File: src/rtl/nabp_filtered_ram_swap_ctrl.sv
// -----------------------------------------------------------------------------
// nabp_filtered_ram_swap_ctrl
//
// Ping-pong scheduler for the two filtered RAM swappables. The host fills one
// bank with projection line k+1 while the processing pair back-projects line
// k from the other bank. The block owns angle sequencing for one run of
// NUM_ANGLES lines, which are processed strictly in angle order.
//
// Kick/done handshake (both the fill side and the processing side):
//   the controller raises a one-cycle kick pulse when it hands over a bank;
//   the peer answers with a one-cycle done pulse when it has finished with
//   that bank. There is no back-pressure. A done that does not match a bank
//   in flight is a protocol error: it sets the sticky err flag and is
//   otherwise ignored.
//
// Ports:
//   clk        system clock
//   reset_n    asynchronous active-low reset
//   start      one-cycle pulse that begins a run (ignored unless idle)
//   fill_kick  one-hot per-bank fill kick pulse
//   fill_done  per-bank fill done pulse
//   hs_angle   angle of the line being filled
//   pr_kick    one-cycle pulse: processing may start on pr_bank
//   pr_bank    bank handed to processing, stable until pr_done
//   pr_angle   angle held in pr_bank
//   pr_done    one-cycle pulse: processing has finished with pr_bank
//   busy       high while a run is active
//   done       one-cycle pulse after the last line is processed
//   err        sticky protocol error, cleared by start or reset
//   stall_cnt  (only with NABP_SWAP_STALL_COUNT_EN) saturating count of run
//              cycles in which processing waits for a filled bank
//
// Optional feature macro: NABP_SWAP_STALL_COUNT_EN
// -----------------------------------------------------------------------------
module nabp_filtered_ram_swap_ctrl #(
  parameter int NUM_ANGLES = 180,
  parameter int ANGLE_W    = 8
) (
  input  logic               clk,
  input  logic               reset_n,
  input  logic               start,
  output logic [1:0]         fill_kick,
  input  logic [1:0]         fill_done,
  output logic [ANGLE_W-1:0] hs_angle,
  output logic               pr_kick,
  output logic               pr_bank,
  output logic [ANGLE_W-1:0] pr_angle,
  input  logic               pr_done,
  output logic               busy,
  output logic               done,
  output logic               err
`ifdef NABP_SWAP_STALL_COUNT_EN
  ,
  output logic [15:0]        stall_cnt
`endif
);

  typedef enum logic [1:0] {
    B_EMPTY   = 2'd0,
    B_FILLING = 2'd1,
    B_FULL    = 2'd2,
    B_PROC    = 2'd3
  } bank_st_t;

  typedef enum logic [1:0] {
    S_IDLE   = 2'd0,
    S_RUN    = 2'd1,
    S_FINISH = 2'd2
  } run_st_t;

  // Counters carry one extra bit so NUM_ANGLES = 2^ANGLE_W does not wrap.
  localparam logic [ANGLE_W:0] NUM_C = (ANGLE_W+1)'(NUM_ANGLES);

  run_st_t            run_st;
  bank_st_t           bank_st    [2];
  logic [ANGLE_W-1:0] bank_angle [2];
  logic               fill_ptr;
  logic               pr_ptr;
  logic [ANGLE_W:0]   fill_cnt;
  logic [ANGLE_W:0]   pr_cnt;

  // Done-event qualification.
  logic fd_any;
  logic fd_bank;
  logic fd_ok;
  logic fd_err;
  logic pd_ok;
  logic pd_err;

  // Bookkeeping as it stands once this cycle's done pulses are applied. Kick
  // decisions look at this view so a bank freed or filled at edge t can be
  // re-kicked or handed to processing at t+1.
  bank_st_t         st_a [2];
  logic             fill_ptr_a;
  logic             pr_ptr_a;
  logic [ANGLE_W:0] fill_cnt_a;
  logic [ANGLE_W:0] pr_cnt_a;
  logic             any_filling_a;
  logic             any_proc_a;
  logic             fill_go;
  logic             pr_go;
  logic             last_line;

  always_comb begin
    fd_any  = fill_done[0] ^ fill_done[1];
    fd_bank = fill_done[1];
    fd_ok   = (run_st == S_RUN) && fd_any && (bank_st[fd_bank] == B_FILLING);
    // Both bits at once, or a single bit on a bank that is not filling.
    fd_err  = (fill_done != 2'b00) && !fd_ok;
    pd_ok   = (run_st == S_RUN) && pr_done && (bank_st[pr_bank] == B_PROC);
    pd_err  = pr_done && !pd_ok;

    st_a[0]    = bank_st[0];
    st_a[1]    = bank_st[1];
    fill_ptr_a = fill_ptr;
    pr_ptr_a   = pr_ptr;
    fill_cnt_a = fill_cnt;
    pr_cnt_a   = pr_cnt;
    if (fd_ok) begin
      st_a[fd_bank] = B_FULL;
      fill_ptr_a    = ~fill_ptr;
      fill_cnt_a    = fill_cnt + 1'b1;
    end
    if (pd_ok) begin
      st_a[pr_bank] = B_EMPTY;
      pr_ptr_a      = ~pr_ptr;
      pr_cnt_a      = pr_cnt + 1'b1;
    end

    any_filling_a = (st_a[0] == B_FILLING) || (st_a[1] == B_FILLING);
    any_proc_a    = (st_a[0] == B_PROC) || (st_a[1] == B_PROC);
    fill_go       = (fill_cnt_a < NUM_C) && (st_a[fill_ptr_a] == B_EMPTY) &&
                    !any_filling_a;
    pr_go         = !any_proc_a && (st_a[pr_ptr_a] == B_FULL);
    last_line     = (pr_cnt_a == NUM_C);
  end

  always_ff @(posedge clk or negedge reset_n) begin
    if (!reset_n) begin
      run_st        <= S_IDLE;
      bank_st[0]    <= B_EMPTY;
      bank_st[1]    <= B_EMPTY;
      bank_angle[0] <= '0;
      bank_angle[1] <= '0;
      fill_ptr      <= 1'b0;
      pr_ptr        <= 1'b0;
      fill_cnt      <= '0;
      pr_cnt        <= '0;
      fill_kick     <= 2'b00;
      hs_angle      <= '0;
      pr_kick       <= 1'b0;
      pr_bank       <= 1'b0;
      pr_angle      <= '0;
      busy          <= 1'b0;
      done          <= 1'b0;
      err           <= 1'b0;
    end else begin
      fill_kick <= 2'b00;
      pr_kick   <= 1'b0;
      done      <= 1'b0;
      if (fd_err || pd_err) begin
        err <= 1'b1;
      end

      case (run_st)
        S_IDLE: begin
          if (start) begin
            // Clear the run and kick bank 0 straight away: both banks are
            // empty and at least one line is always requested.
            run_st        <= S_RUN;
            busy          <= 1'b1;
            err           <= 1'b0;
            bank_st[0]    <= B_FILLING;
            bank_st[1]    <= B_EMPTY;
            bank_angle[0] <= '0;
            fill_ptr      <= 1'b0;
            pr_ptr        <= 1'b0;
            fill_cnt      <= '0;
            pr_cnt        <= '0;
            fill_kick     <= 2'b01;
            hs_angle      <= '0;
          end
        end

        S_RUN: begin
          bank_st[0] <= st_a[0];
          bank_st[1] <= st_a[1];
          fill_ptr   <= fill_ptr_a;
          pr_ptr     <= pr_ptr_a;
          fill_cnt   <= fill_cnt_a;
          pr_cnt     <= pr_cnt_a;
          if (last_line) begin
            run_st <= S_FINISH;
            done   <= 1'b1;
            busy   <= 1'b0;
          end else begin
            // fill_go targets an EMPTY bank and pr_go a FULL one, so the two
            // updates below never touch the same bank.
            if (fill_go) begin
              fill_kick[fill_ptr_a]  <= 1'b1;
              bank_st[fill_ptr_a]    <= B_FILLING;
              bank_angle[fill_ptr_a] <= fill_cnt_a[ANGLE_W-1:0];
              hs_angle               <= fill_cnt_a[ANGLE_W-1:0];
            end
            if (pr_go) begin
              pr_kick           <= 1'b1;
              pr_bank           <= pr_ptr_a;
              pr_angle          <= bank_angle[pr_ptr_a];
              bank_st[pr_ptr_a] <= B_PROC;
            end
          end
        end

        // One cycle of guard so a start arriving with the done pulse's
        // neighbour cycle is not taken.
        S_FINISH: run_st <= S_IDLE;

        default: run_st <= S_IDLE;
      endcase
    end
  end

`ifdef NABP_SWAP_STALL_COUNT_EN
  // Processing is starved when a run is active, lines remain, and neither
  // bank is being processed (registered view of the current cycle).
  always_ff @(posedge clk or negedge reset_n) begin
    if (!reset_n) begin
      stall_cnt <= '0;
    end else if ((run_st == S_IDLE) && start) begin
      stall_cnt <= '0;
    end else if ((run_st == S_RUN) && (bank_st[0] != B_PROC) &&
                 (bank_st[1] != B_PROC) && (pr_cnt < NUM_C) &&
                 (stall_cnt != 16'hFFFF)) begin
      stall_cnt <= stall_cnt + 16'd1;
    end
  end
`endif

endmodule

File: config.mk
export PLATFORM = sky130hd
export DESIGN_NAME = nabp_filtered_ram_swap_ctrl
export DESIGN_NICKNAME = d
export VERILOG_FILES = /design/src/rtl/nabp_filtered_ram_swap_ctrl.sv
export SDC_FILE = /design/constraint.sdc
export NUM_CORES = 1
export LEC_CHECK = 0
export CORE_ASPECT_RATIO = 0.5
export CORE_UTILIZATION = 52
export DETAILED_ROUTE_END_ITERATION = 12
export PLACE_DENSITY = 0.76
export SETUP_SLACK_MARGIN = 0.05
export SLEW_MARGIN = 15
export SYNTH_ARGS = -nofsm -noshare
export SYNTH_HDL_FRONTEND = slang
export SYNTH_SLANG_ARGS = --single-unit
File: constraint.sdc
create_clock -name clk -period 2.6 [get_ports clk]
set_clock_uncertainty 0.1 [all_clocks]
set_input_delay 0.52 -clock clk [delete_from_list [all_inputs] [get_ports clk]]
set_output_delay 0.52 -clock clk [all_outputs]
set_load 0.005 [all_outputs]
# == Yosys cells after proc, flatten, opt, wreduce, memory -nomap -nowiden ==
# Cells that the tools add are included.
# Widths: inputs -> output; s select.
# word_totals
register_bits,65
input_bits,6
out_inout_bits,23
word_cells,163
# op_classes
add_sub_neg,2
n_lt_le_gt_ge,11
n_eq_ne,13
n_mux,72
bitwise,17
n_reduce_logical,31
# ops
op,count
$mux 8,7
$mux 2,20
$pmux 9 s2,2
$mux 16,2
$mux 4,8
$pmux 8 s2,2
$mux 9,3
$add 9x1->9 const B,2
$bwmux 16,1
$mux 1,15
$logic_and 1x1->1,14
$eq 9x8->1 const B,1
$lt 9x8->1 const B,1
$reduce_and 3->1,3
$demux 2 s1,4
$demux 8 s1,1
$eq 2x1->1 const B,4
$eq 2x2->1 const B,4
$ge 2x2->1 const B,4
$lt 2x1->1 const B,4
$ne 2x2->1 const B,4
$not 1->2,4
$pmux 2 s2,2
$pmux 4 s2,1
18 further kinds,33

# == Longest topological paths before layout ==
# Gate-level depths: netlist of the first run.
# logic_depth
ltp_word,23
ltp_mapped,11
mapped_depth_nobuf,9

# == Least setup slack after synthesis of the first run ==
# No wires, ideal clock.
# synth_timing
path_type,in2reg
start,input fill_done[1]
end,register bank_angle[6] (netlist bit)
arrival_time_ns,2.667
path_slack_ns,-0.292
stages,10
cell_sequence,inv_1 > ha_1 > inv_1 > a211oi_2 > xnor2_1 > mux2i_1 > a311oi_2 > nand3b_1 > buf_6 > mux2_4
# synth_between
elab_chain_cells,17
# synth_rtl
element,line,source
"start, declared",43,"input logic [1:0] fill_done,"
$not 1->2 (implied by the code),"107, 120",
$ge 2x2->1 (implied by the code) / $lt 2x1->1 (equally long branches),120,st_a[fd_bank] = B_FULL;
$logic_and 1x1->1 (implied by the code),120,
$mux 2 (implied by the code),120,
$demux 2 s1,120,
$not 2->2 (no source line),n/a,
$and 2x2->2 (no source line),n/a,
$mux 4,119,if (fd_ok) begin
$and 4x4->4 (no source line),n/a,
$mux 4,124,if (pd_ok) begin
$mux 2 (implied by the code) (3 in series),132,fill_go = (fill_cnt_a < NUM_C) && (st_a[fill_ptr_a] == B_EMPTY) &&
$logic_not 2->1,132,
$logic_and 1x1->1 (2 in series),132,
$reduce_and 3->1 (no source line),n/a,
"end signal, assigned by index",202,bank_angle[fill_ptr_a] <= fill_cnt_a[ANGLE_W-1:0];
"end, declared",76,logic [ANGLE_W-1:0] bank_angle [2];
# Several ways; a longest one is shown, not always the timed one. The select of a mux whose other input is x is not followed.
# A chain may end at the register's enable or synchronous reset.

# == Worst setup path in the final report of the first run ==
# layout_timing
start,register bank_st[3] (netlist bit)
end,register bank_angle[6] (netlist bit)
# layout_between
elab_chain_cells,15
# layout_rtl
element,line,source
"start, declared",75,bank_st_t bank_st [2];
$mux 2 (implied by the code) (3 in series),107,fd_ok = (run_st == S_RUN) && fd_any && (bank_st[fd_bank] == B_FILLING);
$eq 2x1->1,107,
$logic_and 1x1->1,107,
$mux 4,119,
$and 4x4->4 (no source line),n/a,
$mux 4,124,
$mux 2 (implied by the code) (3 in series),132,
$logic_not 2->1,132,
$logic_and 1x1->1 (2 in series),132,
$reduce_and 3->1 (no source line),n/a,
# Several ways; a longest one is shown, not always the timed one. The select of a mux whose other input is x is not followed.

==> results.ini, run 1 <==
[min_path]
hold_class=primary input to async pin

[finish]
drive_gt1_share_pct=33.97
final_cell_mix=buf_4, dfrtp_1, nand2_1
final_nets=427
final_common_cell=buf_4
diodes=0
post-route-util_pct=77.89
fillers=363
syn2layout_area_growth_pct=43.92

[pwr]
p_sw_share_pct=36.58
power_frac_seq_pct=28.1
p_leak_nw=2.209
p_comb_share_pct=48.3
switchingPower_w=0.001829
cellPowerDensity_mw_per_mm2=1051
power_frac_clock_pct=23.6
ir_drop_mv=0.8388
cell_internal_pwr_w=0.003171

[place]
dp_slack_ns=-0.8275
gp_congestion=0.9275
io_buffer_count=28
hpwlAfterDp_um=5974

[global_routing]
grt_max_degree=25
grt_use_total_pct=31.40
antenna_found_initial=0
overflow=0
first_global_vias=3079
grt_pass1_wl_um=15480

[sta]
rsz0062_at_grt=yes
tightest_slew_ns=0.5371
drv_slew=0
relSlewSlack_pct=63.93
hold_viol_final=0
timing.final.crit_share_pct=108.4
fmax_ghz=0.3549
timing.final.crit_period_ns=2.818
setup_viol=37
fin_ws_ns=-0.2179

[setup_path]
r2r_start=bank_st[3]
endpoint_kind=flip-flop
r2r.worst_path.cells=9
cp_max_fo=4
regToRegSetupSlack_ns=-0.22
startpoint_type=flip-flop
r2r_end=bank_angle[6]
worstSetupPathType=flip-flop to flip-flop
cp.arrival_ns=2.93
required_ns=2.72

[clock_tree]
htree_levels=3
clkSinkCount=65
root_buffer=clkbuf_16
cts_made_buffers=9
tritoncts=built
clk_pin_slew_ns=0.06
cts_max_path_buffers=2
clock_latency_ns=0.34

[synth]
async_flop_share_pct=100.0
synth_edf_count=0
syn_inst=316
ys_seq_area_share_pct=49.22
syn_nets=325
synth_flop_cell=dfrtp_1
syn_area_per_cell_um2=10.46
syn_area_mm2=0.003304
synth.distinct_cells=51
ys_ff_latch=65
yosysWarnings=0

[status]
violations=setup timing
outcome=complete, but fails checks

[routing]
wl_per_cell_um=19.86
ant_nets=0
via_per_inst=5.961
drt-pass1-iter-count=5
routed_wl_um=10110
drt_iter0_markers=288
drc=0
vias=3034

[die]
io_pins=29
fp.dieArea_mm2=0.006697
rows=20
initial_core_util_pct=54.12
die_y_um=58.37
core_mm2=0.006106
die_w_um=114.7

[job]
drv_cap=0

==> cell families (layout without fill, tap and decap cells) <==
group,count (synthesis),count (layout),synth area share (%)
and+or+nand+nor,98,98,15.37
AOI/OAI and AO/OA,65,65,14.20
DFF,65,65,49.22
muxes,37,37,12.00
buffers and inverters,33,138,4.089
xor gates and xnor gates,15,15,3.976
adders and majority gates,3,3,1.136
==> cell type report <==
cell class	instances	area, um2	share of cell area (%)
multi-input cells	218	1772	37.25
inverters	17	63.81	1.342
clock inverters	5	58.81	1.237
clock buffers	9	225.2	4.736
flip-flops and latches	65	1627	34.20
repair buffers	107	899.6	18.92
well taps	88	110.1	2.315
==> synthesized netlist by cell type, drive strengths merged, types with 5 or more instances <==
cell / instances / share of area [%]
o2bb2ai: 8 / 2.1
xnor2: 11 / 2.9
mux2: 15 / 5.3
nand3: 19 / 2.9
dfrtp: 65 / 49
nand2: 31 / 3.5
inv: 17 / 1.9
mux2i: 22 / 6.7
nand3b: 5 / 1.1
nor2: 14 / 1.6
clkbuf: 12 / 1.4
nand4: 5 / 0.95
o21ai: 21 / 3.2
a21oi: 8 / 1.2
nor2b: 5 / 0.95
==> metrics by stage <==
| stage | hold WS [ns] | total power, W | cells | TNS (ns) | cell area (um2) |
|---|---|---|---|---|---|
| finish | 0.05133 | 0.005000 | 509 | -5.534 | 4756 |
| global route | 0.09359 | 0.005201 | 509 | -7.254 | 4756 |
| CTS | 0.06849 | 0.004745 | 502 | -2.895 | 4613 |
| detailed placement | 0.3764 | 0.003275 | 471 | -27.45 | 4076 |
| global placement | 0.3787 | 0.003173 | 471 | -22.18 | 4076 |
| floorplan | 0.1244 | 0.002441 | 316 | -0.9011 | 3356 |
==> layer usage <==
metal	part of all wire (%)	GRT usage (%)
met5	0	0
met4	2.6	12.43
met3	6.9	8.651
met2	50	53.51
met1	41	38.92
==> power by group through the flow <==
stage	registers, W	clock network, W	logic, W
finish	0.00140	0.00118	0.00242
global route	0.00142	0.00123	0.00255
CTS	0.00139	0.00119	0.00216
detailed placement	0.00141	0	0.00187
global placement	0.00139	0	0.00178
floorplan	0.00140	0	0.00104
==> state kept, by name (all words and copies together) (netlist names) <==
signal and cells:
pr_kick 1, bank_st 4, fill_ptr 1, fill_kick 2
err 1, hs_angle 8, fill_cnt 9, run_st 2
bank_angle 16, pr_angle 8, pr_ptr 1, pr_cnt 9
busy 1, done 1, pr_bank 1
==> worst max-delay path by stage <==
stage                       from       endpoint  slack, ns
floorplan           fill_done[1]  bank_angle[6]      -0.20
global placement    fill_done[1]  bank_angle[0]      -0.65
detailed placement  fill_done[1]  bank_angle[5]      -0.83
CTS                   bank_st[3]  bank_angle[1]      -0.15
global route          bank_st[3]  bank_angle[1]      -0.26
finish                bank_st[3]  bank_angle[6]      -0.22
==> critical path: stages (launching register included) <==
cell and delay (ns):
dfrtp_1 0.39, or3b_4 0.42, a211oi_4 0.33, buf_4 0.17, xnor2_2 0.06, a211o_1 0.30
a311oi_2 0.31, nand3b_1 0.15, buf_6 0.16, mux2_4 0.30
==> what timing repair did <==
action	CTS	global route
endpoints found under the setup margin	38	37
endpoints found under the hold margin	0	0
setup buffers	17	7
hold buffers	0	0
resized for setup	37	20
cloned	1	0
pin swaps	21	11
(Power assumes the default switching activity.)
==> run 2: changes to the inputs <==
--- a/config.mk
+++ b/config.mk
@@ -6,10 +6,11 @@
 export NUM_CORES = 1
 export LEC_CHECK = 0
 export CORE_ASPECT_RATIO = 0.5
+export CORE_MARGIN = 1.5
 export CORE_UTILIZATION = 52
 export DETAILED_ROUTE_END_ITERATION = 12
 export PLACE_DENSITY = 0.76
-export SETUP_SLACK_MARGIN = 0.05
+export SETUP_SLACK_MARGIN = 0.2
 export SLEW_MARGIN = 15
 export SYNTH_ARGS = -nofsm -noshare
 export SYNTH_HDL_FRONTEND = slang
==> run 2 against run 1 <==
- the run still ends with setup timing left
- count of clock-buffer cells in the layout stayed put
- hold slack better by 0.033 ns
- clock power is 19% higher
- die area is 2.6% higher
- critical path depth is 1 lower
- final cell count is 1.8% lower
- first-iteration DRC count is 19% lower
- highest routed layer unchanged
==> results.ini, run 2 (same netlist as run 1, synthesis figures left out) <==
[clock_tree]
root_buffer=clkbuf_16
cts_hold_repair.buffers=0
clock_latency_ns=0.34
cts_max_path_buffers=2
tritoncts=built
clkSinkCount=65
htree_levels=3
clk_pin_slew_ns=0.06
cts_made_buffers=9

[global_routing]
overflow=0
grt_use_total_pct=29.13
first_global_vias=2924
grt_max_degree=43
antenna_found_initial=0
grt_pass1_wl_um=14700

[setup_path]
startpoint_type=flip-flop
endpoint_kind=flip-flop
required_ns=2.69
cp.arrival_ns=2.98
worstSetupPathType=flip-flop to flip-flop
cp_max_fo=7
r2r.worst_path.cells=8

[sta]
drv_slew=0
rsz0062_at_grt=yes
fin_ws_ns=-0.2899
timing.final.crit_share_pct=111.2
tightest_slew_ns=0.5953
fmax_ghz=0.3460
timing.final.crit_period_ns=2.890
hold_viol_final=0
relSlewSlack_pct=60.03
hold_ws_ns=0.08440
setup_viol=35

[job]
drv_cap=0

[die]
io_pins=29
die_w_um=115.7
rows=20
die_y_um=59.37
initial_core_util_pct=54.12
fp.dieArea_mm2=0.006871
core_mm2=0.006106

[place]
gp_congestion=0.9705
io_buffer_count=28
hpwlAfterDp_um=5702
placed_area_mm2=0.004109

[finish]
syn2layout_area_growth_pct=44.98
drive_gt1_share_pct=32.52
regMostFlops=bank_angle
seq_area_mm2=0.001627
final_area_mm2=0.004791
diodes=0
fillers=355
final_nets=417
post-route-util_pct=78.46
reg_top3=bank_angle x16, fill_cnt x9, pr_cnt x9
multiInputGateArea_mm2=0.001809
final_cell_mix=dfrtp_1, buf_4, nand2_1
largest_reg_flops=16
final_common_cell=dfrtp_1

[status]
violations=setup timing
outcome=complete, but fails checks

[routing]
drt_iter0_markers=233
drt-pass1-iter-count=5
wl_per_cell_um=20.17
drc=0
vias=3046
via_per_inst=6.092
ant_nets=0
routed_wl_um=10080

[pwr]
cellPowerDensity_mw_per_mm2=1067
p_total_w=0.005110
p_leak_nw=2.216
ir_drop_mv=0.7897

[min_path]
hold_class=primary input to async pin

==> run 2: metrics by stage <==
stage,setup TNS [ns],instances,worst slack (ns)
floorplan,-0.9011,316,-0.2047
global placement,-21.91,469,-0.6404
detailed placement,-25.80,469,-0.7643
CTS,-1.422,495,-0.08667
global route,-7.585,500,-0.3296
finish,-5.910,500,-0.2899
==> run 2: power by group <==
group | internal (W) | switching, W | leakage (nW)
clock | 0.000935 | 0.000462 | 0.162
combinational | 0.00113 | 0.00118 | 1.19
sequential | 0.00124 | 0.000172 | 0.861
==> run 2: worst max-delay path, stage by stage, from the launching register on <==
cell      delay, ns
dfrtp_1        0.45
nand4_1        0.27
or2_2          0.42
o31ai_1        0.32
o211ai_1       0.22
a311oi_2       0.31
nand3b_1       0.28
buf_6          0.23
mux2i_1        0.13
==> run 2: path summary, 6_finish.rpt <==
check | to | slack, ns | startpoint
worst min-delay path | hs_angle[2] | 0.08 | reset_n
max in group asynchronous | pr_cnt[4] | 1.67 | reset_n
worst min register to register | hs_angle[0] | 0.40 | hs_angle[0]
worst max register to register | bank_angle[5] | -0.29 | fill_cnt[5]
min in group clk | hs_angle[0] | 0.40 | hs_angle[0]
worst max-delay path | bank_angle[5] | -0.29 | fill_cnt[5]
==> run 2: metal layers <==
| metal | global-route usage (%) | vias to the layer above | share of wire, % |
|---|---|---|---|
| li1 | - | 1318 | - |
| met1 | 36.03 | 1488 | 40 |
| met2 | 49.28 | 188 | 48 |
| met3 | 8.998 | 52 | 8.6 |
| met4 | 10.63 | 0 | 3.8 |
| met5 | 0 | - | 0 |
==> run 2: timing repair <==
item / in CTS / in global routing
pin swaps: 20 / 9
resized for setup: 36 / 12
setup endpoints to repair: 40 / 41
setup buffers: 11 / 5
==> run 2: area by class of cell <==
class	instances	share of cell area, %
Sequential cell	65	33.95
Tap cell	88	2.298
Clock inverter	6	2.403
Multi-Input combinational cell	218	37.76
Timing Repair Buffer	97	17.55
Inverter	17	1.332
Clock buffer	9	4.701
==> run 3: changes to the inputs <==
--- a/config.mk
+++ b/config.mk
@@ -5,11 +5,12 @@
 export SDC_FILE = /design/constraint.sdc
 export NUM_CORES = 1
 export LEC_CHECK = 0
+export ABC_CLOCK_PERIOD_IN_PS = 2800
 export CORE_ASPECT_RATIO = 0.5
 export CORE_MARGIN = 1.5
-export CORE_UTILIZATION = 52
+export CORE_UTILIZATION = 57
 export DETAILED_ROUTE_END_ITERATION = 12
-export PLACE_DENSITY = 0.76
+export PLACE_DENSITY = 0.79
 export SETUP_SLACK_MARGIN = 0.2
 export SLEW_MARGIN = 15
 export SYNTH_ARGS = -nofsm -noshare
==> constraint.sdc (replaced) <==
create_clock -name clk -period 2.8 [get_ports clk]
set_clock_uncertainty 0.1 [all_clocks]
set_input_delay 0.56 -clock clk [delete_from_list [all_inputs] [get_ports clk]]
set_output_delay 0.56 -clock clk [all_outputs]
set_load 0.005 [all_outputs]
==> run 3 against run 2 <==
- the run still ends with setup timing left
- worst setup slack better by 0.054 ns
- combinational power up 14%
- maximum frequency down 4.8%
- critical path depth up 2
- final area up 1.8%
- flip-flop and latch count unchanged
- first-iteration DRC count up 75%
- largest cell class unchanged
- critical path type unchanged
- critical endpoint is now bank_angle[0]
==> results.ini, run 3 (same netlist as run 1, synthesis figures left out) <==
[job]
drv_cap=0

[sta]
timing.final.crit_period_ns=3.036
hold_viol_final=0
timing.final.crit_share_pct=108.4
setup_viol=35
drv_slew=0
rsz0062_at_grt=yes
fin_ws_ns=-0.2363
relSlewSlack_pct=54.89
totalNegativeSetupSlack_ns=-4.076
fmax_ghz=0.3293
tightest_slew_ns=0.6696

[setup_path]
worstSetupPathType=flip-flop to flip-flop
startpoint_type=flip-flop
cp.arrival_ns=3.13
required_ns=2.89
endpoint_kind=flip-flop
r2r_start=bank_st[3]
startpoint=bank_st[3]
cp_max_fo=7

[clock_tree]
tritoncts=built
clock_latency_ns=0.35
clk_pin_slew_ns=0.06
htree_levels=3
root_buffer=clkbuf_16
cts_made_buffers=9
cts_max_path_buffers=2
clkSinkCount=65

[finish]
fillers=214
syn2layout_area_growth_pct=47.63
layout.cells.non_filler=495
reg_top3=bank_angle x16, fill_cnt x9, pr_cnt x9
regMostFlops=bank_angle
multiInputGateArea_mm2=0.001817
final_common_cell=dfrtp_1
final_cell_mix=dfrtp_1, buf_4, nand2_1
largest_reg_flops=16
seq_area_mm2=0.001628
final_nets=425
post-route-util_pct=88.07
drive_gt1_share_pct=35.15

[die]
fp.dieArea_mm2=0.006291
die_y_um=56.84
initial_core_util_pct=59.66
die_w_um=110.7
core_mm2=0.005539
io_pins=29
rows=19

[pwr]
p_total_w=0.005178
p_leak_nw=2.235
ir_drop_mv=0.9721
cellPowerDensity_mw_per_mm2=1061

[global_routing]
overflow=0
first_global_vias=3318
grt_pass1_wl_um=18060
antenna_found_initial=2
grt_use_total_pct=38.42
grt_max_degree=66

[routing]
wl_per_cell_um=25.61
drt-pass1-iter-count=6
via_per_inst=6.790
routed_wl_um=12680
drt_iter0_markers=408
drc=0
ant_nets=0
vias=3361

[status]
violations=setup timing
outcome=complete, but fails checks

[place]
hpwlAfterDp_um=5525
io_buffer_count=28
dpl.cell_count=449
gp_congestion=0.9172

[min_path]
hold_class=primary input to async pin

[run 3: cell count changes in the layout (fill, tap and decap cells not counted), sizes merged]
cell	before	now
buf	72	79
diode	0	1
clkinv	1	2
inv	18	17
bufinv	3	1
clkbuf	9	13
[run 3: final cells by class]
class	count	share of cell area [%]
multi-input cells	218	37.24
flip-flops and latches	65	33.37
repair buffers	105	19.80
clock buffers	12	5.258
well taps	73	1.872
inverters	17	1.359
clock inverters	4	1.052
diodes	1	0.05130
[run 3: worst max-delay path, stage by stage, from the launching register on]
cell and delay, ns:
dfrtp_1 0.41, or3b_4 0.44, buf_4 0.17, a211oi_4 0.32, xnor2_2 0.17, mux2i_1 0.14, a311oi_2 0.37, buf_4 0.18
nand3b_1 0.22, buf_6 0.23, mux2i_1 0.13
[run 3: timing repair]
action / CTS / global route
pin swaps: 19 / 12
hold buffers: 0 / 0
gates cloned: 2 / 0
setup endpoints to repair: 38 / 38
resized for setup: 47 / 30
buffers inserted: 17 / 10
[run 3: stage by stage]
step	area [um2]	setup slack, ns	hold WS (ns)
after floorplan	3341	-0.04471	0.1644
after global placement	4018	-0.4877	0.3764
after detailed placement	4018	-0.5872	0.3766
after CTS	4672	0.05014	0.1483
after global routing	4876	-0.2560	0.1553
final	4878	-0.2363	0.1169
[run 3: where the power goes]
part	internal [W]	total, W	switching [W]
Clock	0.000739	0.00120	0.000459
Sequential	0.00115	0.00136	0.000208
Combinational	0.00129	0.00262	0.00133
[run 3: routing by layer]
metal	track usage [%]	share of wire [%]
met1	48.55	37
met2	61.11	44
met3	10.80	13
met4	20.33	6.4
met5	0	0.14
[run 3: path summary, 6_finish.rpt]
| check | slack (ns) | to | cells past startpoint |
|---|---|---|---|
| min in group clk | 0.40 | hs_angle[7] | 1 |
| hold reg to reg | 0.40 | hs_angle[7] | 1 |
| setup reg to reg | -0.24 | bank_angle[0] | 10 |
| hold / removal | 0.12 | hs_angle[4] | 2 |
| max in group asynchronous | 2.18 | bank_st[0] | 2 |
| setup / recovery | -0.24 | bank_angle[0] | 10 |
